File: src/rtl/axis_packet_dispatch_vector.sv
// Packet-level round-robin dispatcher: one AXI-Stream input steered whole-packet to one of NUM outputs.
// Optional build macro AXIS_DISPATCH_DROP_EN adds discard of packets that arrive while port_mask is empty.
//
//   state | meaning
//   ------+-------------------------------------------------------------
//   IDLE  | waiting for tvalid; picks next enabled port round-robin
//   LOCK  | one settle cycle for the select register
//   BURST | pass-through of the locked packet to master[sel]
//   DROP  | packet consumed and discarded (macro builds only)

module axis_packet_dispatch_vector #(
   parameter int NUM    = 4,
   parameter int CNT_W  = 32,
   parameter int DATA_W = 32,
   parameter int USER_W = 1,
   localparam int KEEP_W = DATA_W / 8,
   localparam int IDX_W  = $clog2(NUM)
) (
   input  logic                              clock,
   input  logic                              rst,
   input  logic [NUM-1:0]                    port_mask,
   input  logic [DATA_W-1:0]                 slaver_tdata,
   input  logic [KEEP_W-1:0]                 slaver_tkeep,
   input  logic [USER_W-1:0]                 slaver_tuser,
   input  logic                              slaver_tlast,
   input  logic                              slaver_tvalid,
   output logic                              slaver_tready,
   output logic [NUM-1:0][DATA_W-1:0]        master_tdata,
   output logic [NUM-1:0][KEEP_W-1:0]        master_tkeep,
   output logic [NUM-1:0][USER_W-1:0]        master_tuser,
   output logic [NUM-1:0]                    master_tlast,
   output logic [NUM-1:0]                    master_tvalid,
   input  logic [NUM-1:0]                    master_tready,
   output logic [IDX_W-1:0]                  cur_port,
   output logic [CNT_W-1:0]                  pkt_cnt,
   output logic [CNT_W-1:0]                  drop_cnt
);

   typedef enum logic [1:0] {
      IDLE  = 2'd0,
      LOCK  = 2'd1,
      BURST = 2'd2
`ifdef AXIS_DISPATCH_DROP_EN
      , DROP = 2'd3
`endif
   } state_t;

   state_t           state, state_nxt;
   logic [IDX_W-1:0] sel, rr_ptr, pick;
   logic [IDX_W:0]   cand;
   logic             found;
   logic             hs_last;

   assign hs_last  = slaver_tvalid && slaver_tready && slaver_tlast;
   assign cur_port = sel;

   // cyclic search for the first enabled port at or after rr_ptr
   always_comb begin
      pick  = rr_ptr;
      found = 1'b0;
      cand  = '0;
      for (int i = 0; i < NUM; i++) begin
         cand = {1'b0, rr_ptr} + (IDX_W+1)'(i);
         if (cand >= (IDX_W+1)'(NUM))
            cand = cand - (IDX_W+1)'(NUM);
         if (!found && port_mask[cand[IDX_W-1:0]]) begin
            pick  = cand[IDX_W-1:0];
            found = 1'b1;
         end
      end
   end

   always_ff @(posedge clock or posedge rst) begin
      if (rst)
         state <= IDLE;
      else
         state <= state_nxt;
   end

   // master tvalid follows only slaver_tvalid and state, never master_tready
   always_comb begin
      state_nxt     = state;
      slaver_tready = 1'b0;
      master_tdata  = '0;
      master_tkeep  = '0;
      master_tuser  = '0;
      master_tlast  = '0;
      master_tvalid = '0;
      case (state)
         IDLE: begin
            if (slaver_tvalid) begin
               if (|port_mask)
                  state_nxt = LOCK;
`ifdef AXIS_DISPATCH_DROP_EN
               else
                  state_nxt = DROP;
`endif
            end
         end
         LOCK: state_nxt = BURST;
         BURST: begin
            master_tdata[sel]  = slaver_tdata;
            master_tkeep[sel]  = slaver_tkeep;
            master_tuser[sel]  = slaver_tuser;
            master_tlast[sel]  = slaver_tlast;
            master_tvalid[sel] = slaver_tvalid;
            slaver_tready      = master_tready[sel];
            if (slaver_tvalid && master_tready[sel] && slaver_tlast)
               state_nxt = IDLE;
         end
`ifdef AXIS_DISPATCH_DROP_EN
         DROP: begin
            slaver_tready = 1'b1;
            if (slaver_tvalid && slaver_tlast)
               state_nxt = IDLE;
         end
`endif
         default: state_nxt = IDLE;
      endcase
   end

   always_ff @(posedge clock or posedge rst) begin
      if (rst) begin
         sel     <= '0;
         rr_ptr  <= '0;
         pkt_cnt <= '0;
      end else begin
         if (state == IDLE && slaver_tvalid && |port_mask)
            sel <= pick;
         if (state == BURST && hs_last) begin
            rr_ptr <= (sel == IDX_W'(NUM-1)) ? '0 : sel + 1'b1;
            if (pkt_cnt != '1)
               pkt_cnt <= pkt_cnt + 1'b1;
         end
      end
   end

`ifdef AXIS_DISPATCH_DROP_EN
   always_ff @(posedge clock or posedge rst) begin
      if (rst)
         drop_cnt <= '0;
      else if (state == DROP && hs_last && drop_cnt != '1)
         drop_cnt <= drop_cnt + 1'b1;
   end
`else
   assign drop_cnt = '0;
`endif

endmodule
File: config.mk
export PLATFORM = sky130hd
export DESIGN_NAME = axis_packet_dispatch_vector
export DESIGN_NICKNAME = d
export VERILOG_FILES = /design/src/rtl/axis_packet_dispatch_vector.sv
export SDC_FILE = /design/constraint.sdc
export NUM_CORES = 1
export LEC_CHECK = 0
export ABC_CLOCK_PERIOD_IN_PS = 4940
export BUFFER_PORTS_ARGS = -buffer_cell sky130_fd_sc_hd__buf_2
export CAP_MARGIN = 5
export CORE_AREA = 3 3 104 106
export DETAILED_ROUTE_END_ITERATION = 8
export DIE_AREA = 0 0 107 109
export PLACE_DENSITY = 0.7
export SETUP_SLACK_MARGIN = 0.5
export SYNTH_ARGS = -nofsm -noshare
export SYNTH_HDL_FRONTEND = slang
export SYNTH_SLANG_ARGS = --single-unit
File: constraint.sdc
create_clock -name clock -period 4.94 [get_ports clock]
set_clock_uncertainty 0.05 [all_clocks]
set_input_delay 0.988 -clock clock [delete_from_list [all_inputs] [get_ports clock]]
set_output_delay 0.988 -clock clock [all_outputs]
set_load 0.01 [all_outputs]
==> flow_metrics.py, run 1 <==
metrics = {
    "run_status": {
        "outcome": "complete, no violations",
    },
    "grt": {
        "grt_pass1_vias": 3348,
        "grt_pass1_wl_mm": 18.0,
        "grtUsageTotal_pct": 19.4,
        "grt_overflow": 0,
        "grt_max_degree": 85,
        "antenna_found_initial": 1,
    },
    "detailed_routing": {
        "drt-pass1-iter-count": 5,
        "vias_per_cell": 5.03,
        "wl_per_cell_um": 16.5,
        "first_iter_violations": 250,
        "drc": 0,
        "antenna_left": 0,
        "vias": 3769,
        "wl_mm": 12.3,
    },
    "power": {
        "p_seq_share_pct": 25.6,
        "power.switching_uw": 741,
        "p_int_uw": 801,
        "p_total_uw": 1540,
        "power.density_nw_per_um2": 334,
        "p_comb_share_pct": 57.5,
        "p_leak_uw": 0.00330,
        "irDropWorstVdd_mv": 0.187,
        "switching_share_pct": 48.1,
        "power_frac_clock_pct": 16.9,
    },
    "setup_path": {
        "r2r-start": "cur_port[0]$_DFFE_PP0P_",
        "cp-end-kind": "output pin",
        "cp_max_fo": 39,
        "arrival_ps": 2340,
        "rrSetupSlack_ps": 2920,
        "critical_path_class": "register to output pin",
        "cp-start-kind": "register",
        "rr_worst_depth": 5,
        "cp_data_required_time_ps": 3900,
        "worstReg2RegEnd": "pkt_cnt[24]$_DFFE_PP0P_",
    },
    "clock_network": {
        "cts_buffers": 5,
        "cts_num_sinks": 38,
        "cts_tree": "yes",
        "clk_path_buf_depth": 2,
        "clk_pin_slew_ps": 70,
        "htree_levels": 2,
        "cts.root.buffer_cell": "clkbuf_8",
        "clock_latency_ps": 290,
        "ctsHoldBuffers": 0,
        "post-cts-setup-buffers": 0,
        "cts_resized": 0,
    },
    "finish": {
        "final_util_pct": 46.8,
        "final_cells": 750,
        "num-nets-final": 669,
        "final_cell_mix": "buf_2, and3_1, dfrtp_1",
        "layout_commonest_cell": "buf_2",
        "drive_gt1_share_pct": 43.5,
        "areaGrowthSynthToFinish_pct": 37.0,
        "fill_cells": 992,
    },
    "synth": {
        "netlist_instances": 403,
        "synth_area_leader_cell": "and3_1",
        "synth-simple-area-share_pct": 44.9,
        "synth_compound_area_share_pct": 3.68,
        "synth_top_family_by_area": "simple AND/OR/NAND/NOR gates",
        "synth_area_leaders": "and3_1, dfrtp_1, buf_4",
        "synth_cell_types": 41,
        "ys_seq_elements": 38,
        "yosysSeqAreaShare_pct": 28.2,
        "synth_top_area_share_pct": 30.1,
        "yosysWarnings": 0,
        "synth-adder-area-share_pct": 1.86,
        "syn_avg_cell_area_um2": 8.36,
        "yosys-mux-area-fraction_pct": 1.30,
        "synthXorXnorAreaFrac_pct": 7.80,
        "synth_area_um2": 3370,
    },
    "place": {
        "dp_cells": 741,
        "io_buffers": 239,
        "dp_hpwl_mm": 9.66,
        "dp_slack_ps": 1890,
        "gp_congestion": 0.818,
    },
    "sta": {
        "rsz0062_at_grt": "no",
        "slew_headroom_pct": 16.9,
        "finalSetupViolations": 0,
        "period_minus_slack_ps": 3380,
        "clock.fmax_ghz": 0.296,
        "hold_viol": 0,
        "fin_ws_ps": 1560,
        "worst_slew_pin_slew_ps": 1250,
        "tns_ps": 0,
        "finalCritPeriodShare_pct": 68.4,
        "slew_violations": 0,
    },
    "flow_run": {
        "maxCapViolations": 0,
    },
    "floorplan": {
        "die_h_um": 109,
        "start_util_pct": 34.1,
        "ios": 272,
        "fp.dieW_um": 107,
        "die-area_um2": 11700,
        "fp-row-count": 36,
        "core-area_um2": 9860,
    },
    "min_path": {
        "hold_end": "pkt_cnt[17]$_DFFE_PP0P_",
        "whs_path_depth": 1,
        "min_path_type": "register to register",
        "hold_path_startpoint": "pkt_cnt[17]$_DFFE_PP0P_",
    },
}
-- power by group through the flow --
stage          combinational (uW)  sequential, uW  clock [uW]
2_1_floorplan                 567             393           0
3_3_place_gp                  872             395           0
5_1_grt                       978             401         277
3_5_place_dp                  888             398           0
4_1_cts                       891             393         267
6_report                      886             394         261
-- sequential cells by signal, indices dropped and copies added, names as in the netlist --
signal / flops
cur_port: 2
state: 2
pkt_cnt: 32
rr_ptr: 2
-- layout make-up --
class	count	area, um^2	share of cell area (%)
Clock inverter	3	40.0	0.868
Tap cell	133	166	3.61
Clock buffer	5	68.8	1.49
Antenna cell	1	2.50	0.0542
Inverter	7	26.3	0.570
Sequential cell	38	951	20.6
Multi-Input combinational cell	322	2130	46.3
Timing Repair Buffer	241	1220	26.5
-- cell usage after synthesis (all sizes together) --
master and count:
buf 34, xnor2 21, mux2i 1, a211oi 1, o21ai 5, mux4 1, and2 5, and4b 1
clkbuf 33, inv 7, a221o 1, dfrtp 38, and3 162, o221ai 2, mux2 1, nand2 14
ha 5, nor2 7, a21oi 4, xor2 9, a31o 1, or3 1, conb 1, nand4 13
and4 5, a31oi 3, a21boi 1, nor2b 3, nor4 6, nand3 13, nor4b 1, nor3 3
-- worst max-delay path: stages (launching register included) --
cell and delay (ps):
dfrtp_1 470, inv_1 130, ha_1 990, and3_1 300, buf_2 150
-- metal layers --
metal	track usage, %	part of all wire [%]	up-vias
li1	-	-	1804
met1	21.9	38	1803
met2	36.6	53	150
met3	4.68	8.1	12
met4	4.66	1.2	0
met5	0	0	-
-- worst max-delay path by stage --
stage / from / endpoint / cells past startpoint
after floorplan: master_tready[3] / slaver_tready / 2
after global placement: cur_port[1]$_DFFE_PP0P_ / master_tdata[61] / 4
after detailed placement: cur_port[1]$_DFFE_PP0P_ / master_tdata[61] / 4
after CTS: cur_port[1]$_DFFE_PP0P_ / master_tdata[61] / 4
after global routing: state[0]$_DFFE_PP0P_ / master_tdata[88] / 4
final: cur_port[1]$_DFFE_PP0P_ / master_tdata[61] / 4
-- cell families after synthesis --
group,after synthesis
other,1
buffers and inverters,74
xor gates and xnor gates,30
adders and majority gates,5
and+or+nand+nor,234
muxes,3
AOI/OAI and AO/OA,18
DFF,38
-- per-stage QoR --
stage / area [um^2] / hold slack [ps]
2_1_floorplan: 3480 / 404
5_1_grt: 4610 / 465
6_report: 4610 / 429
3_5_place_dp: 4500 / 419
4_1_cts: 4610 / 431
3_3_place_gp: 4500 / 417
Note: power is estimated with default switching activity, not from simulation.
==> inputs of run 2 (changes only) <==
- ABC_CLOCK_PERIOD_IN_PS: 4940 -> 2830
- PLACE_DENSITY: 0.7 -> 0.73
- clock period: 4.94 -> 2.83 ns (I/O delays scaled with it)
==> run 2 against run 1 <==
Effect of this change:
- clock-buffer cell count increased by 2
- via count shrank 0.74%
- core utilization grew 0.85 points
- flip-flop and latch count unchanged
- largest power group unchanged
==> flow_metrics.py, run 2 (synthesis results as in run 1) <==
metrics = {
    "sta": {
        "timing.hold.ws_ps": 330,
        "worst_slew_pin_slew_ps": 783,
        "finalSetupViolations": 0,
        "period_minus_slack_ps": 2270,
        "slew_violations": 0,
        "rsz0062_at_grt": "yes",
        "finalCritPeriodShare_pct": 80.1,
        "clock.fmax_ghz": 0.441,
        "slew_headroom_pct": 47.1,
        "tns_ps": 0,
        "hold_viol": 0,
    },
    "clock_network": {
        "ctsHoldBuffers": 0,
        "htree_levels": 2,
        "cts_buffers": 5,
        "cts.root.buffer_cell": "clkbuf_8",
        "cts_num_sinks": 38,
        "clk_pin_slew_ps": 70,
        "clk_path_buf_depth": 2,
        "clock_latency_ps": 290,
        "cts_tree": "yes",
    },
    "setup_path": {
        "r2r-start": "pkt_cnt[1]$_DFFE_PP0P_",
        "worstReg2RegEnd": "pkt_cnt[24]$_DFFE_PP0P_",
        "rr_worst_depth": 6,
        "cp_data_required_time_ps": 2210,
        "worst_path_largest_cell_delay_ps": 600,
        "critical_path_class": "register to output pin",
        "cp-start-kind": "register",
        "cp_cell_sequence": "mux4_2, and2_1, buf_2",
        "cp-end-kind": "output pin",
        "cp_max_fo": 6,
        "slowest_stage": "mux4_2",
        "arrival_ps": 1650,
        "rrSetupSlack_ps": 840,
    },
    "finish": {
        "num-nets-final": 675,
        "fill_cells": 973,
        "largest_register_ffs": 32,
        "diodes": 0,
        "drive_gt1_share_pct": 44.9,
        "final_cells": 755,
        "layout_commonest_cell": "buf_2",
        "final_cell_mix": "buf_2, and3_1, dfrtp_1",
        "areaGrowthSynthToFinish_pct": 39.5,
        "top_register": "pkt_cnt",
    },
    "floorplan": {
        "core-area_um2": 9860,
        "ios": 272,
        "die-area_um2": 11700,
        "fp.dieW_um": 107,
        "fp-row-count": 36,
        "die_h_um": 109,
        "start_util_pct": 34.1,
    },
    "grt": {
        "grt_max_degree": 88,
        "grt_overflow": 0,
        "grt_pass1_vias": 3350,
        "grt_pass1_wl_mm": 17.3,
        "grtUsageTotal_pct": 18.1,
        "antenna_found_initial": 0,
    },
    "place": {
        "gp_congestion": 0.764,
        "dp_cells": 747,
        "dp_hpwl_mm": 9.54,
        "io_buffers": 239,
    },
    "detailed_routing": {
        "vias_per_cell": 4.95,
        "drt-pass1-iter-count": 5,
        "antenna_left": 0,
        "wl_per_cell_um": 15.6,
        "vias": 3741,
        "first_iter_violations": 274,
        "wl_mm": 11.8,
        "drc": 0,
    },
    "power": {
        "power.density_nw_per_um2": 585,
        "p_leak_uw": 0.00332,
        "irDropWorstVdd_mv": 0.300,
        "p_total_uw": 2750,
    },
    "min_path": {
        "min_path_type": "input pin to asynchronous set/reset pin",
    },
    "flow_run": {
        "maxCapViolations": 0,
    },
    "run_status": {
        "outcome": "complete, no violations",
    },
}
==> run 2: changes by cell type in the layout (fill, tap and decap cells not counted), sizes merged <==
| cell | change |
|---|---|
| diode | -1 |
| buf | +5 |
| clkinv | -1 |
| bufinv | -1 |
| clkbuf | +3 |
==> run 2: repair_timing <==
item / 4_1_cts / 5_1_grt
cloned: 0 / 0
endpoints found under the setup margin: 107 / 133
setup buffers: 0 / 0
resized for setup: 7 / 7
==> run 2: through the flow <==
step	setup WS [ps]	cell area, um^2	utilization [%]
3_3_place_gp	684	4560	46.2
5_1_grt	489	4700	47.6
3_5_place_dp	686	4560	46.2
6_report	564	4700	47.6
2_1_floorplan	841	3480	-
4_1_cts	513	4670	47.4
==> run 2: routing by layer <==
metal  vias to the layer above  global-route usage [%]  routed length [um]
met2                       150                    35.7                6540
met1                      1767                    20.5                4460
li1                       1813                       -                   -
met3                        11                    3.43                 732
met5                         -                       0                   0
met4                         0                    2.92                  65
==> run 2: worst max path at each step <==
stage | to | start | slack [ps] | depth (start not counted)
floorplan | master_tdata[22] | cur_port[0]$_DFFE_PP0P_ | 840 | 5
global placement | slaver_tready | master_tready[2] | 680 | 4
detailed placement | slaver_tready | master_tready[2] | 690 | 4
CTS | master_tdata[27] | cur_port[0]$_DFFE_PP0P_ | 510 | 5
global route | slaver_tready | cur_port[0]$_DFFE_PP0P_ | 490 | 3
finish | slaver_tready | cur_port[0]$_DFFE_PP0P_ | 560 | 3
==> run 2: final cells by class <==
cell class	count	area, um^2	share of cell area, %
well taps	133	166	3.54
multi-input cells	322	2150	45.8
repair buffers	247	1310	27.8
clock inverters	1	5.00	0.107
flip-flops and latches	38	953	20.3
inverters	7	26.3	0.559
clock buffers	7	86.3	1.84
==> run 2: critical path: cells and delay by family (launching register included) <==
kind / cells / cell delay [ps]
DFF: 1 / 440
muxes: 1 / 600
and+or+nand+nor: 1 / 170
buffers and inverters: 1 / 140
==> run 2: power by group <==
part           internal (uW)  switching, uW  leakage (uW)
combinational            654           1020       0.00276
sequential               606           85.0      0.000514
clock                    196            184     0.0000482
total                   1460           1290       0.00332
==> inputs of run 3 (changes only) <==
- ABC_CLOCK_PERIOD_IN_PS: 2830 -> 1800
- clock period: 2.83 -> 1.8 ns (I/O delays scaled with it)
==> run 3 against run 2 <==
Effect of this change:
- the flow now finishes with violations (setup timing)
- clock power rose by 67%
- sequential power rose by 55%
- power rose to 2.8 times the previous value
- flip-flop and latch count stayed put
- non-clock buffer count up 92
- cell count is 12% higher
- sequential share of layout area decreased by 7.5 points
- global-route usage is 7.4 points higher
- design area is 61% higher
- worst setup slack got worse by 810 ps
- largest power group unchanged
==> flow_metrics.py, run 3 (synthesis results as in run 1) <==
metrics = {
    "floorplan": {
        "core-area_um2": 9860,
        "start_util_pct": 34.1,
        "fp-row-count": 36,
        "fp.dieW_um": 107,
        "ios": 272,
        "die_h_um": 109,
        "die-area_um2": 11700,
    },
    "detailed_routing": {
        "vias": 4452,
        "drt-pass1-iter-count": 4,
        "wl_per_cell_um": 20.6,
        "vias_per_cell": 5.26,
        "wl_mm": 17.4,
        "drc": 0,
        "antenna_left": 0,
        "first_iter_violations": 277,
    },
    "power": {
        "irDropWorstVdd_mv": 0.636,
        "power.switching_uw": 3170,
        "p_int_uw": 4520,
        "p_seq_share_pct": 13.9,
        "switching_share_pct": 41.2,
        "power_frac_clock_pct": 8.2,
        "p_leak_uw": 0.00390,
        "p_total_uw": 7690,
        "p_comb_share_pct": 77.9,
        "power.density_nw_per_um2": 1020,
    },
    "sta": {
        "slew_violations": 0,
        "finalCritPeriodShare_pct": 114,
        "timing.hold.ws_ps": 102,
        "finalSetupViolations": 190,
        "fin_ws_ps": -248,
        "clock.fmax_ghz": 0.488,
        "slew_headroom_pct": 57.3,
        "hold_viol": 0,
        "worst_slew_pin_slew_ps": 634,
        "period_minus_slack_ps": 2050,
        "rsz0062_at_grt": "yes",
    },
    "clock_network": {
        "clk_pin_slew_ps": 80,
        "clk_path_buf_depth": 2,
        "cts_num_sinks": 38,
        "ctsHoldBuffers": 0,
        "clock_latency_ps": 310,
        "cts.root.buffer_cell": "clkbuf_8",
        "cts_buffers": 5,
        "cts_tree": "yes",
        "htree_levels": 2,
    },
    "finish": {
        "top_register": "pkt_cnt",
        "final_cell_mix": "buf_2, and3_4, buf_6",
        "areaGrowthSynthToFinish_pct": 124,
        "drive_gt1_share_pct": 79.1,
        "diodes": 0,
        "largest_register_ffs": 32,
        "layout_commonest_cell": "buf_2",
        "num-nets-final": 767,
    },
    "setup_path": {
        "r2r-start": "cur_port[0]$_DFFE_PP0P_",
        "cp_data_required_time_ps": 1390,
        "cp-end-kind": "output pin",
        "worstReg2RegEnd": "pkt_cnt[17]$_DFFE_PP0P_",
        "arrival_ps": 1640,
        "rrSetupSlack_ps": -170,
        "crit_family": "buffers and inverters",
        "worst_path_largest_cell_delay_ps": 410,
        "cp-start-kind": "register",
        "cp_max_fo": 23,
        "slowest_stage": "dfrtp_1",
        "rr_worst_depth": 7,
        "cp_cell_sequence": "nor2b_4, buf_12, bufbuf_16, and3_4, buf_2",
        "path_buf_inv": 3,
        "critical_path_class": "register to output pin",
    },
    "grt": {
        "grt_pass1_wl_mm": 23.5,
        "grt_overflow": 0,
        "antenna_found_initial": 0,
        "grtUsageTotal_pct": 25.5,
        "grt_max_degree": 66,
        "grt_pass1_vias": 4202,
    },
    "min_path": {
        "min_path_type": "input pin to asynchronous set/reset pin",
    },
    "run_status": {
        "violations": "setup timing",
        "outcome": "finished, violations left",
    },
    "place": {
        "io_buffers": 239,
        "dp_hpwl_mm": 10.1,
        "gp_congestion": 0.796,
    },
    "flow_run": {
        "maxCapViolations": 0,
    },
}
## run 3: changes by cell type in the layout (fill, tap and decap cells not counted), sizes merged
cell,before,now
clkbuf,8,10
clkinvlp,0,1
buf,246,333
bufbuf,0,2
## run 3: worst max-delay path by stage
stage	startpoint	end	cells after the start
floorplan	cur_port[0]$_DFFE_PP0P_	pkt_cnt[1]$_DFFE_PP0P_	4
global placement	cur_port[0]$_DFFE_PP0P_	pkt_cnt[21]$_DFFE_PP0P_	6
detailed placement	cur_port[0]$_DFFE_PP0P_	pkt_cnt[21]$_DFFE_PP0P_	6
CTS	state[0]$_DFFE_PP0P_	master_tdata[75]	5
global route	cur_port[1]$_DFFE_PP0P_	pkt_cnt[24]$_DFFE_PP0P_	8
finish	state[0]$_DFFE_PP0P_	master_tdata[69]	5
## run 3: power by group through the flow
stage               clock (uW)  combinational (uW)  sequential, uW
floorplan                    0                2690            1100
global placement             0                3480            1080
detailed placement           0                3570            1090
CTS                        628                5300            1060
global route               681                6250            1080
finish                     633                5990            1070
## run 3: area by class of cell
class | count | area [um^2]
well taps | 133 | 166
clock inverters | 2 | 12.5
multi-input cells | 322 | 3250
flip-flops and latches | 38 | 965
inverters | 7 | 31.3
clock buffers | 6 | 82.6
fillers | 617 | 2310
repair buffers | 339 | 3040
## run 3: what timing repair did
action / CTS / global route
setup endpoints to repair: 224 / 227
gates cloned: 10 / 5
gates resized for setup: 119 / 93
buffers inserted: 21 / 17
pin swaps: 51 / 15
endpoints found under the hold margin: 0 / 0
## run 3: through the flow
step                cells  setup TNS [ps]  area [um^2]  setup slack, ps  utilization (%)
floorplan             434               0         4490             78.4                -
global placement      786           -3.41         5680            -3.41             57.6
detailed placement    786            -168         5680            -33.4             57.6
CTS                   825          -31930         6860             -225             69.5
global route          847          -45420         7550             -283             76.6
finish                847          -36400         7550             -248             76.6
## run 3: layer usage
metal / global-route usage, % / vias to the layer above / routed length (um)
li1: - / 2034 / -
met1: 28.9 / 2171 / 6160
met2: 49.1 / 202 / 9640
met3: 4.09 / 45 / 1070
met4: 7.49 / 0 / 537
met5: 0 / - / 0
## run 3: tightest hold or removal path: stages
cell and delay, ps:
buf_2 100, inv_1 40, buf_4 410
